--- src/rtl/rx_ctrl_seq_decoder_if.sv ---
// Line-level inputs and decoded control outputs of rx_ctrl_seq_decoder.
// The err_cnt bus exists only when RX_CTRL_ERR_CNT_EN is defined.
interface rx_ctrl_seq_decoder_if #(
    parameter int NUM_TRIOS = 1
);
    logic [NUM_TRIOS-1:0]   A;
    logic [NUM_TRIOS-1:0]   B;
    logic [NUM_TRIOS-1:0]   C;
    logic                   dec_en;
    logic [2*NUM_TRIOS-1:0] ctrl_state;
    logic [NUM_TRIOS-1:0]   ctrl_valid;
    logic [NUM_TRIOS-1:0]   hs_entry;
    logic [NUM_TRIOS-1:0]   esc_entry;
    logic [NUM_TRIOS-1:0]   seq_err;
`ifdef RX_CTRL_ERR_CNT_EN
    logic [8*NUM_TRIOS-1:0] err_cnt;

    modport master (
        output A, B, C, dec_en,
        input  ctrl_state, ctrl_valid, hs_entry, esc_entry, seq_err, err_cnt
    );
    modport slave (
        input  A, B, C, dec_en,
        output ctrl_state, ctrl_valid, hs_entry, esc_entry, seq_err, err_cnt
    );
`else
    modport master (
        output A, B, C, dec_en,
        input  ctrl_state, ctrl_valid, hs_entry, esc_entry, seq_err
    );
    modport slave (
        input  A, B, C, dec_en,
        output ctrl_state, ctrl_valid, hs_entry, esc_entry, seq_err
    );
`endif
endinterface

--- src/rtl/rx_ctrl_seq_decoder.sv ---
// Per-trio LP line-state glitch filter plus HS/escape entry sequence FSM.
// Optional per-trio saturating error counter enabled by RX_CTRL_ERR_CNT_EN.
module rx_ctrl_seq_decoder #(
    parameter int NUM_TRIOS     = 1,
    parameter int FILTER_CYCLES = 4
) (
    input  logic                 clk,
    input  logic                 rst,
    rx_ctrl_seq_decoder_if.slave bus
);
    typedef enum logic [1:0] {IDLE, STOP, HSRQ, LPRQ} fsm_e;

    localparam logic [3:0] FILT        = 4'(FILTER_CYCLES);
    localparam logic [1:0] CODE_STOP   = 2'b00;
    localparam logic [1:0] CODE_HSRQ   = 2'b01;
    localparam logic [1:0] CODE_BRIDGE = 2'b10;
    localparam logic [1:0] CODE_LPRQ   = 2'b11;

    for (genvar i = 0; i < NUM_TRIOS; i++) begin : g_trio
        logic [2:0] sample;
        logic [2:0] prevSample_q;
        logic [3:0] stableCnt_q, stableCnt_d;
        fsm_e       state_q, state_d;
        logic [1:0] ctrlState_q, ctrlState_d;
        logic       ctrlValid_q, ctrlValid_d;
        logic       hsEntry_q, hsEntry_d;
        logic       escEntry_q, escEntry_d;
        logic       seqErr_q, seqErr_d;
        logic       accept, legal, newCode;
        logic [1:0] code;
`ifdef RX_CTRL_ERR_CNT_EN
        logic [7:0] errCnt_q;
`endif

        assign sample = {bus.A[i], bus.B[i], bus.C[i]};

        // A still-saturated counter on an unchanged sample means the state was already accepted.
        always_comb begin
            legal = 1'b1;
            code  = CODE_STOP;
            case (sample)
                3'b111:  code  = CODE_STOP;
                3'b001:  code  = CODE_HSRQ;
                3'b000:  code  = CODE_BRIDGE;
                3'b100:  code  = CODE_LPRQ;
                default: legal = 1'b0;
            endcase

            if (sample == prevSample_q) begin
                stableCnt_d = (stableCnt_q >= FILT) ? FILT : stableCnt_q + 4'd1;
            end else begin
                stableCnt_d = 4'd1;
            end
            accept  = (stableCnt_d == FILT) &&
                      ((stableCnt_q != FILT) || (sample != prevSample_q));
            newCode = accept && legal && (!ctrlValid_q || (code != ctrlState_q));

            state_d     = state_q;
            ctrlState_d = ctrlState_q;
            ctrlValid_d = ctrlValid_q;
            hsEntry_d   = 1'b0;
            escEntry_d  = 1'b0;
            seqErr_d    = 1'b0;

            if (accept && !legal) begin
                ctrlValid_d = 1'b0;
                if (state_q != IDLE) begin
                    seqErr_d = 1'b1;
                    state_d  = IDLE;
                end
            end else if (accept) begin
                ctrlState_d = code;
                ctrlValid_d = 1'b1;
            end

            if (newCode) begin
                case (state_q)
                    IDLE: begin
                        if (code == CODE_STOP) state_d = STOP;
                    end
                    STOP: begin
                        case (code)
                            CODE_HSRQ:   state_d = HSRQ;
                            CODE_LPRQ:   state_d = LPRQ;
                            CODE_BRIDGE: begin state_d = IDLE; seqErr_d = 1'b1; end
                            default:     state_d = STOP;
                        endcase
                    end
                    // Returning to STOP from a request is a clean abort, not an error.
                    HSRQ: begin
                        case (code)
                            CODE_BRIDGE: begin state_d = IDLE; hsEntry_d = 1'b1; end
                            CODE_STOP:   state_d = STOP;
                            CODE_LPRQ:   begin state_d = IDLE; seqErr_d = 1'b1; end
                            default:     state_d = HSRQ;
                        endcase
                    end
                    LPRQ: begin
                        case (code)
                            CODE_BRIDGE: begin state_d = IDLE; escEntry_d = 1'b1; end
                            CODE_STOP:   state_d = STOP;
                            CODE_HSRQ:   begin state_d = IDLE; seqErr_d = 1'b1; end
                            default:     state_d = LPRQ;
                        endcase
                    end
                    default: state_d = IDLE;
                endcase
            end
        end

        // Disable clears everything that reset clears except the error tally.
        always_ff @(posedge clk) begin
            if (rst || !bus.dec_en) begin
                prevSample_q <= 3'b000;
                stableCnt_q  <= 4'd0;
                state_q      <= IDLE;
                ctrlState_q  <= 2'b00;
                ctrlValid_q  <= 1'b0;
                hsEntry_q    <= 1'b0;
                escEntry_q   <= 1'b0;
                seqErr_q     <= 1'b0;
`ifdef RX_CTRL_ERR_CNT_EN
                if (rst) errCnt_q <= 8'd0;
`endif
            end else begin
                prevSample_q <= sample;
                stableCnt_q  <= stableCnt_d;
                state_q      <= state_d;
                ctrlState_q  <= ctrlState_d;
                ctrlValid_q  <= ctrlValid_d;
                hsEntry_q    <= hsEntry_d;
                escEntry_q   <= escEntry_d;
                seqErr_q     <= seqErr_d;
`ifdef RX_CTRL_ERR_CNT_EN
                if (seqErr_d && (errCnt_q != 8'hFF)) errCnt_q <= errCnt_q + 8'd1;
`endif
            end
        end

        assign bus.ctrl_state[2*i +: 2] = ctrlState_q;
        assign bus.ctrl_valid[i]        = ctrlValid_q;
        assign bus.hs_entry[i]          = hsEntry_q;
        assign bus.esc_entry[i]         = escEntry_q;
        assign bus.seq_err[i]           = seqErr_q;
`ifdef RX_CTRL_ERR_CNT_EN
        assign bus.err_cnt[8*i +: 8]    = errCnt_q;
`endif
    end
endmodule

--- src/flat_wrapper.sv ---
// flat-port wrapper written by rule: the top's interface ports become plain ports
module rx_ctrl_seq_decoder_flat 
#(
    parameter int NUM_TRIOS     = 1,
    parameter int FILTER_CYCLES = 4
)
  (clk, rst, bus_A, bus_B, bus_C, bus_dec_en, bus_ctrl_state, bus_ctrl_valid, bus_hs_entry, bus_esc_entry, bus_seq_err);
  rx_ctrl_seq_decoder_if #(.NUM_TRIOS(NUM_TRIOS)) bus_i ();
  input  logic clk;
  input  logic rst;
  input wire logic [$bits(bus_i.A)-1:0] bus_A;
  input wire logic [$bits(bus_i.B)-1:0] bus_B;
  input wire logic [$bits(bus_i.C)-1:0] bus_C;
  input wire logic [$bits(bus_i.dec_en)-1:0] bus_dec_en;
  output wire logic [$bits(bus_i.ctrl_state)-1:0] bus_ctrl_state;
  output wire logic [$bits(bus_i.ctrl_valid)-1:0] bus_ctrl_valid;
  output wire logic [$bits(bus_i.hs_entry)-1:0] bus_hs_entry;
  output wire logic [$bits(bus_i.esc_entry)-1:0] bus_esc_entry;
  output wire logic [$bits(bus_i.seq_err)-1:0] bus_seq_err;
  assign bus_i.A = bus_A;
  assign bus_i.B = bus_B;
  assign bus_i.C = bus_C;
  assign bus_i.dec_en = bus_dec_en;
  assign bus_ctrl_state = bus_i.ctrl_state;
  assign bus_ctrl_valid = bus_i.ctrl_valid;
  assign bus_hs_entry = bus_i.hs_entry;
  assign bus_esc_entry = bus_i.esc_entry;
  assign bus_seq_err = bus_i.seq_err;
  rx_ctrl_seq_decoder #(.NUM_TRIOS(NUM_TRIOS), .FILTER_CYCLES(FILTER_CYCLES)) u_core (.clk(clk), .rst(rst), .bus(bus_i));
endmodule
--- config.mk ---
export PLATFORM = sky130hd
export DESIGN_NAME = rx_ctrl_seq_decoder_flat
export DESIGN_NICKNAME = d
export VERILOG_FILES = /design/src/rtl/rx_ctrl_seq_decoder_if.sv /design/src/rtl/rx_ctrl_seq_decoder.sv /design/src/flat_wrapper.sv
export SDC_FILE = /design/constraint.sdc
export NUM_CORES = 1
export LEC_CHECK = 0
export CAP_MARGIN = 20
export CORE_MARGIN = 4
export CORE_UTILIZATION = 40
export DETAILED_ROUTE_END_ITERATION = 16
export PLACE_DENSITY = 0.63
export SETUP_SLACK_MARGIN = 0.15
export SYNTH_ARGS = -nofsm -noshare
export SYNTH_HDL_FRONTEND = slang
export SYNTH_SLANG_ARGS = --single-unit
export TNS_END_PERCENT = 50
--- constraint.sdc ---
create_clock -name clk -period 2.4 [get_ports clk]
set_input_delay 0.36 -clock clk [delete_from_list [all_inputs] [get_ports clk]]
set_output_delay 0.36 -clock clk [all_outputs]
set_load 0.02 [all_outputs]
### Word-level counts from Yosys, hierarchy flattened

Cells that the tools add are included.

| operators by class | value |
|---|---|
| $add $sub $neg | 1 |
| $lt $le $gt $ge | 1 |
| equal/unequal tests | 14 |
| multiplexer cells | 20 |
| bitwise gates (word level) | 4 |
| reductions and logical operators | 21 |

Operators with widths:

| cell | count |
|---|---|
| $pmux 2 s3 | 2 |
| $eq 2x2->1 const B | 4 |
| $mux 1 | 8 |
| $mux 2 | 4 |
| $mux 4 | 2 |
| $pmux 2 s2 | 2 |
| $pmux 2 s4 | 1 |
| $eq 3x3->1 const B | 2 |
| $reduce_or 2->1 | 3 |
| $reduce_or 3->1 | 2 |
| $add 4x1->4 const B | 1 |
| $eq 2x1->1 const B | 2 |
| $eq 4x3->1 const B | 1 |
| $ge 4x3->1 const B | 1 |
| $logic_and 1x1->1 | 4 |
| $logic_not 2->1 | 2 |
| $ne 4x3->1 const B | 1 |
| $not 1->1 | 4 |
| $reduce_or 4->1 | 1 |
| $eq 3x1->1 const B | 1 |
| $eq 3x3->1 | 1 |
| $logic_not 1->1 | 3 |
| $logic_not 3->1 | 1 |
| $logic_or 1x1->1 | 3 |
| other kinds (5) | 5 |

| storage, ports and cells | value |
|---|---|
| register bits | 15 |
| output and inout bits | 6 |

### Logic depth before layout (Yosys ltp)

Gate-level depths: netlist of run 1.

| depth | value |
|---|---|
| depth after elaboration | 10 |
| gate-level depth with buffers | 8 |

### Worst setup path before layout of run 1

No wires, ideal clock.

| timing | value |
|---|---|
| kind | register to register |
| from | reg u_core.g_trio[0].stableCnt_q[0] |
| to | reg u_core.g_trio[0].escEntry_q (netlist: u_core.bus.esc_entry) |
| arrival time | 1.744 ns |
| data required time | 2.308 ns |
| slack | 0.564 ns |
| cell stages (with the launch flop) | 8 |
| clock period less this slack | 1.836 ns |
| cell sequence | dfxtp_1 > inv_1 > ha_1 > nor3b_1 > o311a_1 > nand2_4 > or2_4 > nor4_1 |

| on the way | value |
|---|---|
| word-level cells in the longest chain between the ends | 9 |
| elaborated cells on any way between the ends | 12 |
| classes of those cells | add/sub (1); order compare (1); eq/ne (2); mux (2); bitwise (1); reduce/logical (5) |

RTL lines:

| what | RTL line | text |
|---|---|---|
| from (decl) | rx_ctrl_seq_decoder.sv:22 | `logic [3:0] stableCnt_q, stableCnt_d;` |
| from (signal assigned) | rx_ctrl_seq_decoder.sv:127 | `stableCnt_q <= stableCnt_d;` |
| $add 4x1->4 or $ge 4x3->1 (tied branches) | rx_ctrl_seq_decoder.sv:50 | `stableCnt_d = (stableCnt_q >= FILT) ? FILT : stableCnt_q + 4'd1;` |
| $mux 4 | rx_ctrl_seq_decoder.sv:50 |  |
| $mux 4 | rx_ctrl_seq_decoder.sv:49 | `if (sample == prevSample_q) begin` |
| $eq 4x3->1 | rx_ctrl_seq_decoder.sv:54 | `accept = (stableCnt_d == FILT) &&` |
| $logic_and 1x1->1 (*) | rx_ctrl_seq_decoder.sv:54 |  |
| $logic_and 1x1->1 (*) (2 in series) | rx_ctrl_seq_decoder.sv:56 | `newCode = accept && legal && (!ctrlValid_q \|\| (code != ctrlState_q));` |
| $not 1->1 (no line) (*) | - |  |
| $reduce_or 3->1 (no line) (*) | - |  |
| to (signal assigned) | rx_ctrl_seq_decoder.sv:132 | `escEntry_q <= escEntry_d;` |
| to (decl) | rx_ctrl_seq_decoder.sv:27 | `logic escEntry_q, escEntry_d;` |

Mark *: on every way between the ends. The rest lies on a longest branch, timed or not.
A chain may end at the register's enable or synchronous reset.

### Final worst setup path of run 1

| timing | value |
|---|---|
| from | in bus_A |
| to | reg u_core.g_trio[0].seqErr_q (netlist: u_core.bus.seq_err) |

| on the way | value |
|---|---|
| elaborated cells on any way between the ends | 28 |
| classes of those cells | eq/ne (10); mux (9); reduce/logical (9) |

RTL lines:

| what | RTL line | text |
|---|---|---|
| from (decl) | flat_wrapper.sv:11 | `input wire logic [$bits(bus_i.A)-1:0] bus_A;` |
| $eq 3x3->1 (tied with other cells) | rx_ctrl_seq_decoder.sv:41 | `case (sample)` |
| $pmux 2 s3 (*) | rx_ctrl_seq_decoder.sv:41 |  |
| net u_core.g_trio[0].code[0] | rx_ctrl_seq_decoder.sv:30 | `logic [1:0] code;` |
| $eq 2x1->1 (tied with other cells) | rx_ctrl_seq_decoder.sv:99 | `case (code)` |
| $mux 1 (tied with other cells) | rx_ctrl_seq_decoder.sv:99 |  |
| $pmux 1 s3 or $logic_and 1x1->1 (tied branches) | rx_ctrl_seq_decoder.sv:77, rx_ctrl_seq_decoder.sv:56 |  |
| $mux 1 (*) | rx_ctrl_seq_decoder.sv:76 | `if (newCode) begin` |
| to (signal assigned) | rx_ctrl_seq_decoder.sv:133 | `seqErr_q <= seqErr_d;` |
| to (decl) | rx_ctrl_seq_decoder.sv:28 | `logic seqErr_q, seqErr_d;` |

The timed path passes the listed nets; every way through them passes the cells marked *.

==> results of run 1 <==
layout make-up:
type,count,area share
multi-input cells,68,0.520
flip-flops and latches,15,0.277
repair buffers,15,0.129
well taps,28,0.0323
clock buffers,4,0.0242
inverters,5,0.0173
kinds of logic after synthesis:
logic type / count (synthesis)
simple gates: 35
compound gates: 17
flops: 15
buf+inv: 9
fa+ha+maj: 7
xor+xnor: 5
mux: 3
other cells: 1
layer usage:
layer / global-route usage / share of wire / vias to the layer above
met1: 0.153 / 0.47 / 336
met4: 0.105 / 0.033 / 0
met3: 0.0139 / 0.039 / 5
met2: 0.188 / 0.46 / 15
met5: 0 / 0 / -
li1: - / - / 357
sequential cells by signal, indices dropped and copies added, names as in the netlist:
name and cells:
u_core.bus.ctrl_state 2, u_core.bus.hs_entry 1, u_core.g_trio.stableCnt_q 4, u_core.bus.ctrl_valid 1, u_core.g_trio.prevSample_q 3, u_core.g_trio.state_q 2, u_core.bus.seq_err 1, u_core.bus.esc_entry 1
final timing paths:
path                               to  cells after the start  slack [ps]
min          u_core.bus.ctrl_state[0]                      2         540
max reg2reg        u_core.bus.seq_err                      7         380
min reg2reg  u_core.bus.ctrl_state[0]                      2         540
max                u_core.bus.seq_err                      7         320
stage by stage:
stage               total power [mW]  instances  hold slack, ps  instance area [µm²]
detailed placement             0.338        131             529                 1060
global route                   0.513        135             587                 1080
floorplan                      0.317         92             513                  915
CTS                            0.491        135             542                 1080
finish                         0.481        135             545                 1080
global placement               0.336        131             513                 1060
critical path, delay by kind of cell:
family | cells | cell delay, ps
AO/OA/AOI/OAI | 2 | 590
XOR/XNOR | 1 | 140
adder cells (fa/ha/maj) | 1 | 210
buffers and inverters | 1 | 690
multiplexers | 1 | 90
AND/OR/NAND/NOR | 1 | 230
cell usage after synthesis (3+ instances only):
cell | instances | share of area
a21oi_1 | 3 | 0.016
and2_1 | 3 | 0.021
dfxtp_1 | 15 | 0.33
ha_1 | 7 | 0.096
inv_1 | 5 | 0.021
nand2_1 | 5 | 0.021
nor2_1 | 6 | 0.025
nor4_1 | 3 | 0.021
power breakdown:
| group | internal [mW] | switching, mW | leakage (nW) |
|---|---|---|---|
| clock network | 0.0648 | 0.0847 | 0.0150 |
| logic | 0.0351 | 0.0389 | 0.264 |
| registers | 0.253 | 0.00430 | 0.122 |
==> metrics.cfg, run 1 <==
[outcome]
status = finished, final reports clean

[clocking]
cts_sinks = 15
cts_buffers = 3
cts_resized = 0
clkSlewWorstSetupHoldPaths_ps = 90
cts_tree = yes
htreeDepth = 1
root_buffer = clkbuf_4
hold_buffers = 0
clk_path_buf_depth = 2
post_cts_buffers = 0
insertion_delay_ps = 290

[finish]
fin_nets = 121
final_common_cell = dfxtp_1
seqCellArea_um2 = 300
drive_above_1_share = 0.168
layout_common_cells = dfxtp_1, clkdlybuf4s50_1, ha_1
multi_input_area_um2 = 564
antenna_cells = 0
n_fill_cell = 216
area_growth_pct = 18.6
fin_util = 0.495

[synth]
synth-edff-count = 0
synthSimpleGateAreaFrac = 0.234
ys_seq_area_frac = 0.328
synth_compound_area_frac = 0.179
synth_top_family_by_area = simple AND/OR/NAND/NOR gates
synth_ff_type = dfxtp_1
yosys_warnings = 0
syn_avg_cell_area_um2 = 9.94
async_reset_ff_frac = 0
syn_area_um2 = 915
synth.distinct_cells = 45
synthMuxAreaShare = 0.0356
synthCells = 92
yosys.area_share.xor_xnor = 0.0684
synth_fa_ha_area_frac = 0.0958
ys_ff_latch = 15
syn_nets = 105

[route]
firstDrtPassIters = 3
drt-initial-drc-count = 10
wire_per_inst_um = 12.7
vias_per_cell = 5.28
drcViolationCount = 0
routed_wl_um = 1720
vias = 713
ant_nets = 0

[place]
portBuffers = 11
hpwl_um = 1300
post-place-ws_ps = 14.4
globalplace.congestion = 0.780

[floorplanning]
die_w_um = 55.8
start_util = 0.417
die_h_um = 55.8
rows = 17
core_area_um2 = 2190
dieArea_um2 = 3120
io_pins = 12

[worst_setup_path]
critPathRequiredTime_ps = 2640
worstPathCellList = clkdlybuf4s50_1 -> xnor2_1 -> nor2_1 -> ha_1 -> mux2i_1 -> a2111oi_2 -> o221a_1
worst_setup_path_end_kind = register
cpPeakStageDelay_ps = 690
crit_slowest_cell = clkdlybuf4s50_1
critPathMaxFanout = 7
reg2reg_from = u_core.g_trio[0].stableCnt_q[0]
crit_start = bus_A
critPathKind = in -> reg
cp_data_arrival_time_ps = 2320
cp-start-kind = primary input

[power_and_ir_drop]
ir_drop_mv = 0.283
p_per_area_nw_per_um2 = 443
power_leakage_nw = 0.401

[global_route]
grt_pass1_vias = 704
grt_util_all_layers = 0.123
grt_max_degree = 9
grt_pass1_wl_um = 2990
grt-ovfl-total = 0
antenna_found_initial = 0

[timing]
rsz0062_at_grt = false
final_max_slew_viol_count = 0
finalCritPeriodShare = 0.867
worst_slack_ps = 318
fin_setup_tns_ps = 0
max_freq_ghz = 0.480
setup_viol = 0
skew_ps = 3.70
finalHoldViolCount = 0
min_period_ps = 2080

[hold_path]
hp-start = u_core.bus.ctrl_state[0]
min-delay-path-class = reg -> reg

[run]
cap_violations = 0

Power figures use the tool's default switching activity.
==> run 2, diff against run 1 <==
--- a/config.mk
+++ b/config.mk
@@ -5,11 +5,11 @@
 export SDC_FILE = /design/constraint.sdc
 export NUM_CORES = 1
 export LEC_CHECK = 0
-export CAP_MARGIN = 20
+export CAP_MARGIN = 30
 export CORE_MARGIN = 4
-export CORE_UTILIZATION = 40
+export CORE_UTILIZATION = 30
 export DETAILED_ROUTE_END_ITERATION = 16
-export PLACE_DENSITY = 0.63
+export PLACE_DENSITY_LB_ADDON = 0.3
 export SETUP_SLACK_MARGIN = 0.15
 export SYNTH_ARGS = -nofsm -noshare
 export SYNTH_HDL_FRONTEND = slang
==> run 2 against run 1 <==
Compared with the run above: die area increased by 28%; worst setup slack gained 1.1 ps; via count down 1.4%; sequential power about the same; clock skew grew 8.0 ps; critical endpoint unchanged.
==> metrics.cfg, run 2 (synthesis results as in run 1) <==
[outcome]
status = finished, final reports clean

[timing]
fin_setup_tns_ps = 0
finalHoldViolCount = 0
worst_slack_ps = 319
min_period_ps = 2080
skew_ps = 11.7
rsz0062_at_grt = false
hold_slack_ps = 549
max_freq_ghz = 0.481
setup_viol = 0
final_max_slew_viol_count = 0
finalCritPeriodShare = 0.867

[hold_path]
hold_end = u_core.bus.ctrl_state[0]
min_path_cells = 2
min-delay-path-class = reg -> reg
hp-start = u_core.bus.ctrl_state[0]

[floorplanning]
core_area_um2 = 2830
io_pins = 12
dieArea_um2 = 4000
die_h_um = 63.2
die_w_um = 63.2
rows = 19
start_util = 0.323

[finish]
final_cell_count_no_fill = 137
largest-register = u_core.g_trio.stableCnt_q
fin_nets = 120
area_growth_pct = 18.9
drive_above_1_share = 0.179
layout_common_cells = dfxtp_1, clkdlybuf4s50_1, ha_1
largest_reg_flops = 4
final_common_cell = dfxtp_1
antenna_cells = 0
top_regs = u_core.g_trio.stableCnt_q x4, u_core.g_trio.prevSample_q x3
n_fill_cell = 290

[route]
drcViolationCount = 0
drt-initial-drc-count = 14
firstDrtPassIters = 4
ant_nets = 0
drt-met1-wl_um = 868
routed_wl_um = 1950
wl_met3_um = 123
top_layer = met4
wire_per_inst_um = 14.3
vias_per_cell = 5.13
wl_met2_um = 940
vias = 703

[clocking]
cts_sinks = 15
clk_path_buf_depth = 2
hold_buffers = 0
cts_tree = yes
htreeDepth = 1
cts_buffers = 3
insertion_delay_ps = 290
root_buffer = clkbuf_4
clkSlewWorstSetupHoldPaths_ps = 100

[worst_setup_path]
reg2reg_from = u_core.g_trio[0].stableCnt_q[0]
worstRegToRegCells = 7
worst_setup_path_end_kind = register
cp-start-kind = primary input
r2r-end = u_core.bus.esc_entry
cp_data_arrival_time_ps = 2330
critPathMaxFanout = 9
critPathKind = in -> reg
reg2reg_setup_slack_ps = 370
critPathRequiredTime_ps = 2650

[place]
hpwl_um = 1380
post-place-ws_ps = 17.7
placed_cells = 133
portBuffers = 11
globalplace.congestion = 0.810

[global_route]
grt_pass1_wl_um = 3320
grt-ovfl-total = 0
antenna_found_initial = 0
grt_max_degree = 10
grt_pass1_vias = 734
grt_util_all_layers = 0.105

[power_and_ir_drop]
ir_drop_mv = 0.353
power_leakage_nw = 0.402
p_per_area_nw_per_um2 = 444

[run]
cap_violations = 0

## run 2: changes by cell type in the layout (fill, tap and decap cells not counted)
cell / before / now
buf_4: 4 / 3
clkbuf_1: 1 / 0
clkinv_2: 0 / 1
nor3b_1: 2 / 1
nor3b_2: 0 / 1
## run 2: timing repair
item | 4_1_cts | 5_1_grt
setup endpoints to repair | 0 | 3
hold endpoints to repair | 0 | 0
gates resized for setup | 0 | 1
buffers inserted | 0 | 0
## run 2: critical path, stage by stage
cell,delay [ps]
clkdlybuf4s50_1,670
xnor2_1,130
nor2_1,260
ha_1,220
mux2i_1,90
a2111oi_2,380
o221a_1,220
## run 2: how the worst max path moves through the flow
stage                                         start                    to  slack [ps]  depth (start not counted)
floorplan           u_core.g_trio[0].stableCnt_q[0]  u_core.bus.esc_entry         560                          7
global placement                              bus_C    u_core.bus.seq_err          30                          7
detailed placement                            bus_C    u_core.bus.seq_err          20                          7
CTS                 u_core.g_trio[0].stableCnt_q[0]  u_core.bus.esc_entry         280                          7
global route                                  bus_C    u_core.bus.seq_err         160                          7
finish                                        bus_C    u_core.bus.seq_err         320                          7
## run 2: metal layers
layer | vias to the layer above | GRT usage
li1 | 357 | -
met1 | 323 | 0.121
met2 | 21 | 0.175
met3 | 2 | 0.0355
met4 | 0 | 0.0458
met5 | - | 0
## run 2: area by class of cell
| class | instances | area, µm² | share of cell area |
|---|---|---|---|
| clock inverter | 1 | 5.00 | 0.00460 |
| multi-input combinational | 68 | 569 | 0.524 |
| timing repair buffer | 14 | 133 | 0.122 |
| sequential | 15 | 300 | 0.276 |
| clock buffer | 3 | 22.5 | 0.0207 |
| inverter | 5 | 18.8 | 0.0173 |
| tap | 31 | 38.8 | 0.0357 |
## run 2: per-stage QoR
stage	util	power, mW	cell area [µm²]
final	0.384	0.483	1090
after CTS	0.383	0.488	1080
after global placement	0.373	0.336	1050
after detailed placement	0.373	0.338	1050
after floorplan	-	0.317	915
after global routing	0.384	0.514	1090
## run 2: power breakdown
group / switching, mW / internal, mW / total, mW
logic: 0.0406 / 0.0344 / 0.0750
clock network: 0.0870 / 0.0620 / 0.149
registers: 0.00502 / 0.253 / 0.259
total: 0.133 / 0.350 / 0.483
==> run 3, diff against run 2 <==
--- a/config.mk
+++ b/config.mk
@@ -6,6 +6,7 @@
 export NUM_CORES = 1
 export LEC_CHECK = 0
 export CAP_MARGIN = 30
+export CORE_ASPECT_RATIO = 1.75
 export CORE_MARGIN = 4
 export CORE_UTILIZATION = 30
 export DETAILED_ROUTE_END_ITERATION = 16
==> run 3 against run 2 <==
Compared with the run above: via count rose by 1.0%; clock-buffer cell count rose by 1; clock power rose by 38%.
==> metrics.cfg, run 3 (synthesis results as in run 1) <==
[outcome]
status = finished, final reports clean

[place]
portBuffers = 11
placed_cell_area_um2 = 1060
post-place-ws_ps = -3.60
hpwl_um = 1580
globalplace.congestion = 0.822

[route]
routed_wl_um = 1960
drcViolationCount = 0
drt-initial-drc-count = 2
ant_nets = 0
vias_per_cell = 5.26
vias = 710
wire_per_inst_um = 14.5
firstDrtPassIters = 3

[floorplanning]
start_util = 0.312
die_w_um = 49.7
dieArea_um2 = 4030
io_pins = 12
rows = 26
core_area_um2 = 2930
die_h_um = 81.0

[clocking]
cts_tree = yes
cts_buffers = 3
hold_buffers = 0
cts_sinks = 15
post_cts_buffers = 0
root_buffer = clkbuf_8
clk_path_buf_depth = 2
htreeDepth = 1
insertion_delay_ps = 250
clkSlewWorstSetupHoldPaths_ps = 60

[worst_setup_path]
cp-start-kind = primary input
worstRegToRegCells = 7
crit_slowest_cell = clkdlybuf4s50_1
reg2reg_setup_slack_ps = 310
critPathMaxFanout = 7
r2r-end = u_core.bus.esc_entry
critical-path-top-delay-family = buffers and inverters
cpPeakStageDelay_ps = 510
critPathRequiredTime_ps = 2590
critPathKind = in -> reg
worstPathCellList = clkdlybuf4s50_1 -> buf_4 -> xnor2_1 -> nor2_2 -> inv_1 -> ha_1 -> nor2_1 -> a2111oi_2 -> o221a_1
worst_setup_path_end_kind = register
cp_data_arrival_time_ps = 2290
crit_buf_inv = 3
reg2reg_from = u_core.g_trio[0].stableCnt_q[0]

[timing]
setup_viol = 0
finalCritPeriodShare = 0.876
min_period_ps = 2100
final_max_slew_viol_count = 0
skew_ps = 0.540
worst_slack_ps = 297
finalHoldViolCount = 0
fin_setup_tns_ps = 0
rsz0062_at_grt = false
max_freq_ghz = 0.475

[global_route]
met2_usage = 0.206
met3_usage = 0.0147
use_met1 = 0.0944
grt_util_all_layers = 0.108
grt-ovfl-total = 0
busiest_layer = met2
grt_pass1_vias = 750
grt_pass1_wl_um = 3250
antenna_found_initial = 0
grt_max_degree = 10

[power_and_ir_drop]
p_per_area_nw_per_um2 = 488
ir_drop_mv = 0.303
power_leakage_nw = 0.408

[finish]
fin_area_um2 = 1110
layout_common_cells = dfxtp_1, clkdlybuf4s50_1, ha_1
top_regs = u_core.g_trio.stableCnt_q x4, u_core.g_trio.prevSample_q x3
drive_above_1_share = 0.178
fin_nets = 121
final_common_cell = dfxtp_1
area_growth_pct = 20.9
largest-register = u_core.g_trio.stableCnt_q
antenna_cells = 0
largest_reg_flops = 4

[run]
cap_violations = 0

[hold_path]
min_path_cells = 2
hp-start = u_core.bus.ctrl_state[0]
min-delay-path-class = reg -> reg
hold_end = u_core.bus.ctrl_state[0]

-- run 3: tightest hold or removal path, cell delays in order (launching register included) --
cell	delay, ps
dfxtp_1	350
nand2_1	70
a21oi_1	60
-- run 3: how the worst max path moves through the flow --
stage / from / end / slack [ps] / depth (start not counted)
after floorplan: u_core.g_trio[0].stableCnt_q[0] / u_core.bus.esc_entry / 560 / 7
after global placement: bus_A / u_core.bus.seq_err / 80 / 8
after detailed placement: bus_A / u_core.bus.seq_err / -4 / 8
after CTS: bus_A / u_core.bus.seq_err / 240 / 8
after global routing: bus_A / u_core.bus.seq_err / 140 / 9
final: bus_A / u_core.bus.seq_err / 300 / 9
-- run 3: what timing repair did --
item,in CTS,in global routing
endpoints found under the hold margin,0,0
resized for setup,0,1
setup endpoints to repair,0,1
-- run 3: per-layer routing --
layer  share of wire  vias up
li1                -      361
met1            0.36      332
met2            0.56       10
met3           0.019        7
met4           0.058        0
met5               0        -
-- run 3: metrics by stage --
step,instances,hold slack (ps),power (mW),utilization
after floorplan,92,513,0.317,-
after global placement,131,522,0.337,0.362
after detailed placement,131,519,0.339,0.362
after CTS,135,530,0.545,0.377
after global routing,135,589,0.565,0.378
final,135,525,0.540,0.378
-- run 3: power by group --
part	internal, mW	leakage (nW)	switching, mW	total [mW]
Clock	0.118	0.0228	0.0881	0.206
Sequential	0.254	0.122	0.00463	0.258
Combinational	0.0352	0.263	0.0405	0.0757
-- run 3: cell type report --
class | count | area, µm²
Tap cell | 28 | 35.0
Inverter | 5 | 18.8
Multi-Input combinational cell | 68 | 567
Clock buffer | 4 | 45.0
Sequential cell | 15 | 300
Fill cell | 296 | 1820
Timing Repair Buffer | 15 | 140
